File: src/rtl/result_readout.sv
// result_readout: post-run readout of the CPU result matrix.
// Snapshots the performance counters on the rising edge of done, then reads the
// result region of data memory one byte at a time, assembles big-endian signed
// 32-bit words and streams them out on a valid/ready interface.
module result_readout #(
    parameter int M      = 3,
    parameter int N      = 4,
    parameter int N2     = 1,
    parameter int ADDR_W = 16
) (
    input  logic                     CLOCK_50,
    input  logic                     reset_n,
    input  logic                     done,
    input  logic [15:0]              clock_count,
    input  logic [15:0]              instr_cnt,
    output logic                     mem_rd,
    output logic [ADDR_W-1:0]        mem_addr,
    input  logic [7:0]               mem_rdata,
    output logic signed [31:0]       out_data,
    output logic                     out_valid,
    input  logic                     out_ready,
    output logic [15:0]              out_idx,
    output logic                     out_last,
    output logic [15:0]              snap_cycles,
    output logic [15:0]              snap_instr,
    output logic                     busy,
    output logic                     finished
);

    localparam int                RES_BASE = M*N*4 + N*N2*4;
    localparam int                NWORDS   = M*N2;
    localparam logic [ADDR_W-1:0] BASE_A   = ADDR_W'(RES_BASE);
    localparam logic [15:0]       LAST_W   = 16'(NWORDS - 1);

    typedef enum logic [2:0] {
        S_IDLE,
        S_RD,
        S_WT,
        S_PR,
        S_FIN
    } state_t;

    state_t      state;
    logic        done_q;
    logic        start;
    logic [1:0]  b;

    // Read-return pipeline: which lane the byte arriving this cycle belongs to.
    logic        rd_vld_p1;
    logic [1:0]  rd_lane_p1;

    // Place one byte into its big-endian lane: lane 0 (lowest address) is the MSB.
    function automatic logic signed [31:0] lane_insert(
        input logic signed [31:0] word,
        input logic [1:0]         lane,
        input logic [7:0]         byte_v
    );
        logic signed [31:0] r;
        r = word;
        case (lane)
            2'd0:    r[31:24] = byte_v;
            2'd1:    r[23:16] = byte_v;
            2'd2:    r[15:8]  = byte_v;
            default: r[7:0]   = byte_v;
        endcase
        return r;
    endfunction

    assign start = done & ~done_q;

    // Previous-cycle copy of done for rising-edge detection.
    always_ff @(posedge CLOCK_50 or negedge reset_n) begin
        if (!reset_n) begin
            done_q <= 1'b0;
        end else begin
            done_q <= done;
        end
    end

    // Control FSM with registered outputs; out_idx doubles as the word pointer.
    always_ff @(posedge CLOCK_50 or negedge reset_n) begin
        if (!reset_n) begin
            state       <= S_IDLE;
            b           <= 2'd0;
            mem_rd      <= 1'b0;
            mem_addr    <= '0;
            out_valid   <= 1'b0;
            out_idx     <= 16'd0;
            out_last    <= 1'b0;
            snap_cycles <= 16'd0;
            snap_instr  <= 16'd0;
            busy        <= 1'b0;
            finished    <= 1'b0;
        end else begin
            case (state)
                S_IDLE: begin
                    if (start) begin
                        snap_cycles <= clock_count;
                        snap_instr  <= instr_cnt;
                        out_idx     <= 16'd0;
                        out_last    <= 1'b0;
                        b           <= 2'd0;
                        mem_rd      <= 1'b1;
                        mem_addr    <= BASE_A;
                        busy        <= 1'b1;
                        state       <= S_RD;
                    end
                end
                S_RD: begin
                    if (b == 2'd3) begin
                        mem_rd <= 1'b0;
                        state  <= S_WT;
                    end else begin
                        b        <= b + 2'd1;
                        mem_addr <= mem_addr + ADDR_W'(1);
                    end
                end
                S_WT: begin
                    out_valid <= 1'b1;
                    out_last  <= (out_idx == LAST_W);
                    state     <= S_PR;
                end
                S_PR: begin
                    if (out_ready) begin
                        out_valid <= 1'b0;
                        out_last  <= 1'b0;
                        if (out_idx == LAST_W) begin
                            busy     <= 1'b0;
                            finished <= 1'b1;
                            state    <= S_FIN;
                        end else begin
                            // Last address was base+4w+3, so the next word starts one byte on.
                            out_idx  <= out_idx + 16'd1;
                            b        <= 2'd0;
                            mem_rd   <= 1'b1;
                            mem_addr <= mem_addr + ADDR_W'(1);
                            state    <= S_RD;
                        end
                    end
                end
                S_FIN: begin
                    if (!done) begin
                        finished <= 1'b0;
                        state    <= S_IDLE;
                    end
                end
                default: begin
                    state <= S_IDLE;
                end
            endcase
        end
    end

    // Stage p1: remember which lane was issued so the returning byte can be placed.
    always_ff @(posedge CLOCK_50 or negedge reset_n) begin
        if (!reset_n) begin
            rd_vld_p1  <= 1'b0;
            rd_lane_p1 <= 2'd0;
        end else begin
            rd_vld_p1  <= mem_rd;
            rd_lane_p1 <= b;
        end
    end

    // Stage p2: capture the returned byte into the output word.
    always_ff @(posedge CLOCK_50 or negedge reset_n) begin
        if (!reset_n) begin
            out_data <= '0;
        end else if (rd_vld_p1) begin
            out_data <= lane_insert(out_data, rd_lane_p1, mem_rdata);
        end
    end

endmodule

File: config.mk
export PLATFORM = sky130hd
export DESIGN_NAME = result_readout
export DESIGN_NICKNAME = d
export VERILOG_FILES = /design/src/rtl/result_readout.sv
export SDC_FILE = /design/constraint.sdc
export NUM_CORES = 1
export LEC_CHECK = 0
export ABC_AREA = 0
export CAP_MARGIN = 20
export CORE_MARGIN = 2
export CORE_UTILIZATION = 40
export DETAILED_ROUTE_END_ITERATION = 6
export PLACE_DENSITY = 0.69
export SLEW_MARGIN = 20
export SYNTH_ARGS = -nofsm -noshare
export SYNTH_HDL_FRONTEND = slang
export SYNTH_SLANG_ARGS = --single-unit
File: constraint.sdc
create_clock -name CLOCK_50 -period 4.3 [get_ports CLOCK_50]
set_clock_uncertainty 0.1 [all_clocks]
set_input_delay 0.43 -clock CLOCK_50 [delete_from_list [all_inputs] [get_ports CLOCK_50]]
set_output_delay 0.43 -clock CLOCK_50 [all_outputs]
set_load 0.02 [all_outputs]
Yosys cells after proc, flatten, opt, wreduce, memory -nomap -nowiden
Cells that the tools add are included.

Output and inout port bits: 101. Register bits: 110. Input bits: 44.

Muxes and demuxes: 36. Reduce and logical (&&, ||, !) cells: 21. Equal/unequal tests: 15. Bitwise operators: 3. Add/subtract/negate cells: 3.

Operator list (number): 2-to-1 mux 16 bit (7); one-hot mux 16 bit (3 select lines) (1); adder 16 x 1 -> 16 bit (second input constant) (2); one-hot mux 16 bit (2 select lines) (1); == test 16 x 2 -> 1 bit (second input constant) (1); AND reduction 4 bit (4); 2-to-1 mux 3 bit (5); one-hot mux 3 bit (5 select lines) (1); != test 2 bit (second input constant) (7); AND reduction 2 bit (6); 2-to-1 mux 1 bit (11); AND reduction 5 bit (2); 2-to-1 mux 2 bit (4); == test 3 x 2 -> 1 bit (second input constant) (2); one-hot mux 1 bit (2 select lines) (3); one-hot mux 1 bit (3 select lines) (2); one-hot mux 2 bit (3 select lines) (1); nonzero test 2 bit (3); nonzero test 3 bit (2); == test 2 bit (second input constant) (2); == test 3 x 1 -> 1 bit (second input constant) (1); == test 3 bit (second input constant) (1); logical NOT 3 bit (1); AND reduction 3 bit (1); other kinds (6) (7).

Depth between registers and ports, before layout
Gate-level depths: netlist of run 1.

Depth in word-level cells: 4. Mapped depth: 8. Gate-level depth less buffers: 7.

Least setup slack after synthesis of run 1
OpenSTA, ideal clock, no wires.

Path kind: register to register. Start: reg out_idx[0]. End: reg mem_addr[14]. Required time: 4.090 ns. Library setup time: 0.110 ns. Stages on the path, launching flop included: 9. Clock period less this slack: 2.051 ns. Arrival time: 1.841 ns. Path buffers: 1. Slack: 2.249 ns. Cells stage by stage: dfrtp_1 -> inv_1 -> ha_1 -> nor4b_2 -> nand4_4 -> a32oi_4 -> buf_6 -> o21ai_1 -> o41ai_1.

Longest elaborated chain between the ends: 3.

Ends and longest elaborated chain: from (decl) (RTL line 22) `output logic [15:0] out_idx,`; from (signal assigned) (RTL line 133) `out_idx <= out_idx + 16'd1;`; == test 16 x 2 -> 1 bit (RTL line 127) `if (out_idx == LAST_W) begin`; != test 2 bit (no line); AND reduction 5 bit (no line); to (signal assigned) (RTL line 115) `mem_addr <= mem_addr + ADDR_W'(1);`; to (signal assigned) (RTL line 136) `mem_addr <= mem_addr + ADDR_W'(1);`; to (decl) (RTL line 17) `output logic [ADDR_W-1:0] mem_addr,`.

No other way between the ends. A chain may end at the register's enable or synchronous reset.

Final worst setup path of run 1
Start: reg state[0]. End: reg out_idx[6].

Longest elaborated chain between the ends: 3.

Ends and longest elaborated chain: from (decl) (RTL line 43) `state_t state;`; from (signal assigned) (RTL line 83) `state <= S_IDLE;`; from (signal assigned) (RTL line 106) `state <= S_RD;`; from (signal assigned) (RTL line 112) `state <= S_WT;`; == test 3 x 2 -> 1 bit / logical NOT 3 bit (equally long branches) (RTL line 95) `case (state)`; != test 2 bit (no line) / nonzero test 2 bit (equally long branches); AND reduction 4 bit (no line).

Parallel ways exist; a longest one is shown, timed or not.

==> results of run 1 <==
-- per-stage QoR --
step / utilization / instance area (µm²)
floorplan: - / 4900
global placement: 0.537 / 6440
detailed placement: 0.537 / 6440
CTS: 0.564 / 6780
global route: 0.564 / 6780
finish: 0.564 / 6780
-- synthesized netlist by cell type, types with 3 or more instances --
cell type / n
and3_1: 4
nand2b_1: 3
nor2_1: 21
nor4_4: 3
a31oi_1: 4
o21ai_0: 38
nand2_1: 31
inv_1: 7
o311ai_1: 3
o31ai_1: 6
ha_1: 4
and4_1: 5
nand4_1: 9
mux2_2: 64
dfrtp_1: 110
nand3_1: 19
a21oi_1: 12
clkbuf_1: 8
buf_2: 7
o21ai_1: 5
-- registers in the layout, indices dropped and copies added (netlist names) --
signal,flops
rd_vld_p1,1
snap_instr,16
b,2
done_q,1
snap_cycles,16
mem_addr,16
busy,1
out_last,1
rd_lane_p1,2
out_idx,16
state,3
mem_rd,1
out_data,32
finished,1
out_valid,1
-- cells by family after synthesis --
| group | after synthesis | share of synthesized area |
|---|---|---|
| xor gates and xnor gates | 2 | 0.00357 |
| AOI/OAI and AO/OA | 84 | 0.110 |
| buffers and inverters | 27 | 0.0258 |
| adders and majority gates | 4 | 0.0102 |
| DFF | 110 | 0.561 |
| and+or+nand+nor | 115 | 0.138 |
| muxes | 66 | 0.151 |
-- metal layers --
layer | share of wire | track usage | vias to the layer above
met4 | 0.014 | 0.0699 | 0
met1 | 0.45 | 0.252 | 1879
met3 | 0.048 | 0.0275 | 12
met2 | 0.49 | 0.295 | 109
met5 | 0 | 0 | -
li1 | - | - | 1774
-- worst max-delay path by stage --
stage,from,end,slack (ps),cells past startpoint
after detailed placement,done,out_idx[6]$_DFFE_PN0P_,1670,7
final,state[0]$_DFFE_PN0P_,out_idx[6]$_DFFE_PN0P_,1940,5
after floorplan,out_idx[0]$_DFFE_PN0P_,mem_addr[14]$_DFFE_PN0P_,2250,8
after global placement,out_ready,out_idx[13]$_DFFE_PN0P_,1730,6
after CTS,out_idx[0]$_DFFE_PN0P_,mem_addr[9]$_DFFE_PN0P_,1930,7
after global routing,out_idx[0]$_DFFE_PN0P_,mem_addr[4]$_DFFE_PN0P_,1710,7
-- report_power, final --
group | leakage (nW) | switching [mW] | internal, mW
sequential | 1.36 | 0.261 | 1.42
clock | 0.155 | 0.382 | 0.530
combinational | 1.21 | 1.12 | 1.10
-- area by class of cell --
class	instances	area share
clock buffer	10	0.0353
tap	147	0.0271
clock inverter	6	0.0137
timing repair buffer	146	0.215
inverter	8	0.00443
multi-input combinational	271	0.299
sequential	110	0.406
-- worst max-delay path, stage by stage, from the launching register on --
cell and delay [ps]:
dfrtp_1 550, inv_1 200, nor3_4 570, a31oi_2 250
or4_1 520, o21ai_1 90
==> results.py, run 1 <==
metrics = {
    "yosys": {
        "syn_nets": 456,
        "yosys_warnings": 0,
        "post_synth_num_cell_types": 55,
        "syn_area_mm2": 0.00490,
        "synth_edf_count": 0,
        "seq_area_frac_synth": 0.561,
        "ys_top_cells_by_area": "dfrtp_1 (56%), mux2_2 (15%), o21ai_0 (3.9%)",
        "synth.top_cell.area_share": 0.561,
        "async_flop_share": 1.00,
        "synth-seq-cells": 110,
        "synth_area_leader_cell": "dfrtp_1",
        "syn_avg_cell_area_um2": 12.0,
        "synthFlopType": "dfrtp_1",
        "syn_inst": 408,
    },
    "sta": {
        "setup_tns_ps": 0,
        "fin_ws_ps": 1940,
        "worstMarginPinSlew_ps": 964,
        "rsz0062_at_grt": "no",
        "finalCritPeriodShare": 0.548,
        "fin_hold_ws_ps": 139,
        "timing.fmax_ghz": 0.424,
        "slew_viol_final": 0,
        "max-slew-margin-rel": 0.357,
        "period_needed_ps": 2360,
        "hold_viol": 0,
        "setup_viol": 0,
    },
    "cells_and_area": {
        "antenna_cells": 0,
        "seqCellArea_mm2": 0.00275,
        "areaGrowthSynthToFinish_pct": 38.2,
        "nets": 594,
        "nFillCells": 1034,
        "layout_common_cells": "clkdlybuf4s50_1 (143), dfrtp_1 (110), mux2_2 (64)",
        "layout_commonest_cell": "clkdlybuf4s50_1",
        "drive_gt1_frac": 0.174,
        "fin_cells": 698,
        "multi_input_area_mm2": 0.00202,
    },
    "drt": {
        "drtPass1Iterations": 4,
        "vias": 3774,
        "wl_um": 11600,
        "wl_per_cell_um": 16.6,
        "drt_iter0_markers": 195,
        "ant_nets": 0,
        "drc_errors": 0,
        "vias_per_cell": 5.41,
    },
    "die": {
        "dieArea_mm2": 0.0132,
        "core-area_mm2": 0.0120,
        "row_count": 40,
        "start_util": 0.408,
        "ios": 145,
        "die_y_um": 115,
        "die_w_um": 115,
    },
    "clocking": {
        "htreeDepth": 3,
        "cts_setup_buffers": 0,
        "cts.sinks": 110,
        "clock-root-buffer": "clkbuf_16",
        "numCtsBuffers": 9,
        "cts_hold_buf": 0,
        "clock_path_buffers": 2,
        "clk_latency_ps": 340,
        "post_cts_resize_count": 0,
        "path_clk_slew_ps": 70,
        "cts_tree": "yes",
    },
    "placed_design": {
        "dpl.cell_count": 682,
        "hpwl_um": 8080,
        "place_ws_ps": 1670,
        "port_buffers": 144,
        "gp_congestion": 0.795,
    },
    "critical_path": {
        "crit_path_end_kind": "flop",
        "crit_fanout": 14,
        "rr_startpoint": "state[0]$_DFFE_PN0P_",
        "r2r-end": "out_idx[6]$_DFFE_PN0P_",
        "required_ps": 4470,
        "start_kind": "flop",
        "r2r_cells": 5,
        "r2r_slack_ps": 1940,
        "crit_type": "flop to flop",
        "critPathArrivalTime_ps": 2530,
    },
    "global_routing": {
        "track_usage": 0.183,
        "overflow": 0,
        "grt_first_pass_wirelength_um": 19100,
        "grt_start_max_net_pins": 80,
        "grt_pass1_vias": 3665,
        "antenna_found_initial": 0,
    },
    "status": {
        "status": "completed",
    },
    "hold_path": {
        "min_path_type": "input pin to async pin",
    },
    "pwr": {
        "power_density_mw_per_mm2": 711,
        "vdd_ir_drop_max_mv": 0.296,
        "power_leakage_nw": 2.72,
        "finalPower_mw": 4.82,
    },
    "run": {
        "drv_cap": 0,
    },
}
Note: power is estimated with default switching activity, not from simulation.
==> run 2: changes to the inputs <==
Clock period 4.3 ns to 2.2 ns, I/O delays scaled along.
==> results.py, run 2 (synthesis gave the netlist of run 1 again) <==
metrics = {
    "status": {
        "status": "completed",
    },
    "drt": {
        "vias": 3860,
        "vias_per_cell": 5.41,
        "wl_um": 11800,
        "drtPass1Iterations": 4,
        "drc_errors": 0,
        "ant_nets": 0,
        "wl_per_cell_um": 16.6,
        "drt_iter0_markers": 272,
    },
    "die": {
        "start_util": 0.408,
        "dieArea_mm2": 0.0132,
        "die_w_um": 115,
        "core-area_mm2": 0.0120,
        "row_count": 40,
        "ios": 145,
        "die_y_um": 115,
    },
    "pwr": {
        "vdd_ir_drop_max_mv": 0.498,
        "finalPower_mw": 9.63,
        "power_density_mw_per_mm2": 1380,
        "power_leakage_nw": 2.83,
    },
    "cells_and_area": {
        "areaGrowthSynthToFinish_pct": 42.1,
        "nFillCells": 1040,
        "nets": 609,
        "drive_gt1_frac": 0.196,
        "layout_common_cells": "clkdlybuf4s50_1 (143), dfrtp_1 (110), mux2_2 (64)",
        "layout_commonest_cell": "clkdlybuf4s50_1",
        "largest_reg_flops": 32,
        "top_register": "out_data",
        "antenna_cells": 0,
    },
    "critical_path": {
        "rr_startpoint": "out_idx[0]$_DFFE_PN0P_",
        "r2r-end": "mem_addr[12]$_DFFE_PN0P_",
        "crit_type": "flop to flop",
        "critPathMaxStageDelay_ps": 420,
        "crit_family": "compound AO/OA/AOI/OAI gates",
        "crit_fanout": 10,
        "worst-path-buf-inv": 1,
        "critPathArrivalTime_ps": 2170,
        "crit_path_end_kind": "flop",
        "r2r_slack_ps": 160,
        "cp_slowest_cell": "dfrtp_1",
        "r2r_cells": 6,
        "crit_chain": "inv_1 -> ha_1 -> nor4b_2 -> nand4_1 -> o2111ai_2 -> o311ai_1",
        "required_ps": 2330,
        "start_kind": "flop",
    },
    "hold_path": {
        "min_path_type": "input pin to async pin",
    },
    "placed_design": {
        "hpwl_um": 8400,
        "port_buffers": 144,
        "gp_congestion": 0.823,
    },
    "clocking": {
        "path_clk_slew_ps": 70,
        "cts.sinks": 110,
        "numCtsBuffers": 9,
        "clock_path_buffers": 2,
        "clk_latency_ps": 340,
        "htreeDepth": 3,
        "clock-root-buffer": "clkbuf_16",
        "cts_tree": "yes",
    },
    "sta": {
        "period_needed_ps": 2040,
        "worstMarginPinSlew_ps": 545,
        "finalCritPeriodShare": 0.926,
        "fin_hold_ws_ps": 302,
        "hold_viol": 0,
        "max-slew-margin-rel": 0.637,
        "setup_viol": 0,
        "timing.fmax_ghz": 0.491,
        "setup_tns_ps": 0,
        "slew_viol_final": 0,
    },
    "run": {
        "drv_cap": 0,
    },
    "global_routing": {
        "grt_first_pass_wirelength_um": 19100,
        "antenna_found_initial": 0,
        "grt_pass1_vias": 3747,
        "overflow": 0,
        "grt_start_max_net_pins": 41,
        "track_usage": 0.182,
    },
}
-- run 2: worst max path at each step --
stage,startpoint,endpoint,slack (ps),cells past startpoint
2_1_floorplan,out_idx[0]$_DFFE_PN0P_,mem_addr[14]$_DFFE_PN0P_,150,8
3_3_place_gp,done,snap_cycles[1]$_DFFE_PN0P_,170,5
3_5_place_dp,done,snap_cycles[5]$_DFFE_PN0P_,70,5
4_1_cts,out_idx[0]$_DFFE_PN0P_,mem_addr[12]$_DFFE_PN0P_,80,7
5_1_grt,out_idx[0]$_DFFE_PN0P_,mem_addr[12]$_DFFE_PN0P_,-30,7
6_report,out_idx[0]$_DFFE_PN0P_,mem_addr[12]$_DFFE_PN0P_,160,6
-- run 2: where the power goes --
group          leakage [nW]  internal, mW  switching (mW)
sequential             1.36          2.79           0.501
clock                 0.161          1.03           0.724
combinational          1.31          2.33            2.25
-- run 2: cell type report --
cell class | instances | area [µm²] | share of cell area
inverter | 8 | 30.0 | 0.00431
multi-input combinational | 271 | 2050 | 0.294
tap | 147 | 184 | 0.0264
timing repair buffer | 161 | 1630 | 0.234
clock inverter | 5 | 81.3 | 0.0117
sequential | 110 | 2750 | 0.395
clock buffer | 11 | 243 | 0.0348
-- run 2: repair_timing --
action | 4_1_cts | 5_1_grt
gates resized for setup | 0 | 3
setup endpoints to repair | 0 | 15
setup buffers | 0 | 2
endpoints found under the hold margin | 38 | 0
hold buffers | 1 | 0
-- run 2: metrics by stage --
step / setup WS [ps] / instances / util / instance area, µm²
4_1_cts: 79.6 / 711 / 0.577 / 6930
3_5_place_dp: 74.9 / 694 / 0.549 / 6600
3_3_place_gp: 167 / 694 / 0.549 / 6600
2_1_floorplan: 149 / 408 / - / 4900
5_1_grt: -26.1 / 713 / 0.580 / 6970
6_report: 162 / 713 / 0.580 / 6970
-- run 2: per-layer routing --
metal	vias up	part of all wire	GRT usage
met4	0	0.013	0.0602
met1	1926	0.44	0.248
li1	1804	-	-
met3	11	0.051	0.0291
met2	119	0.49	0.299
met5	-	0	0
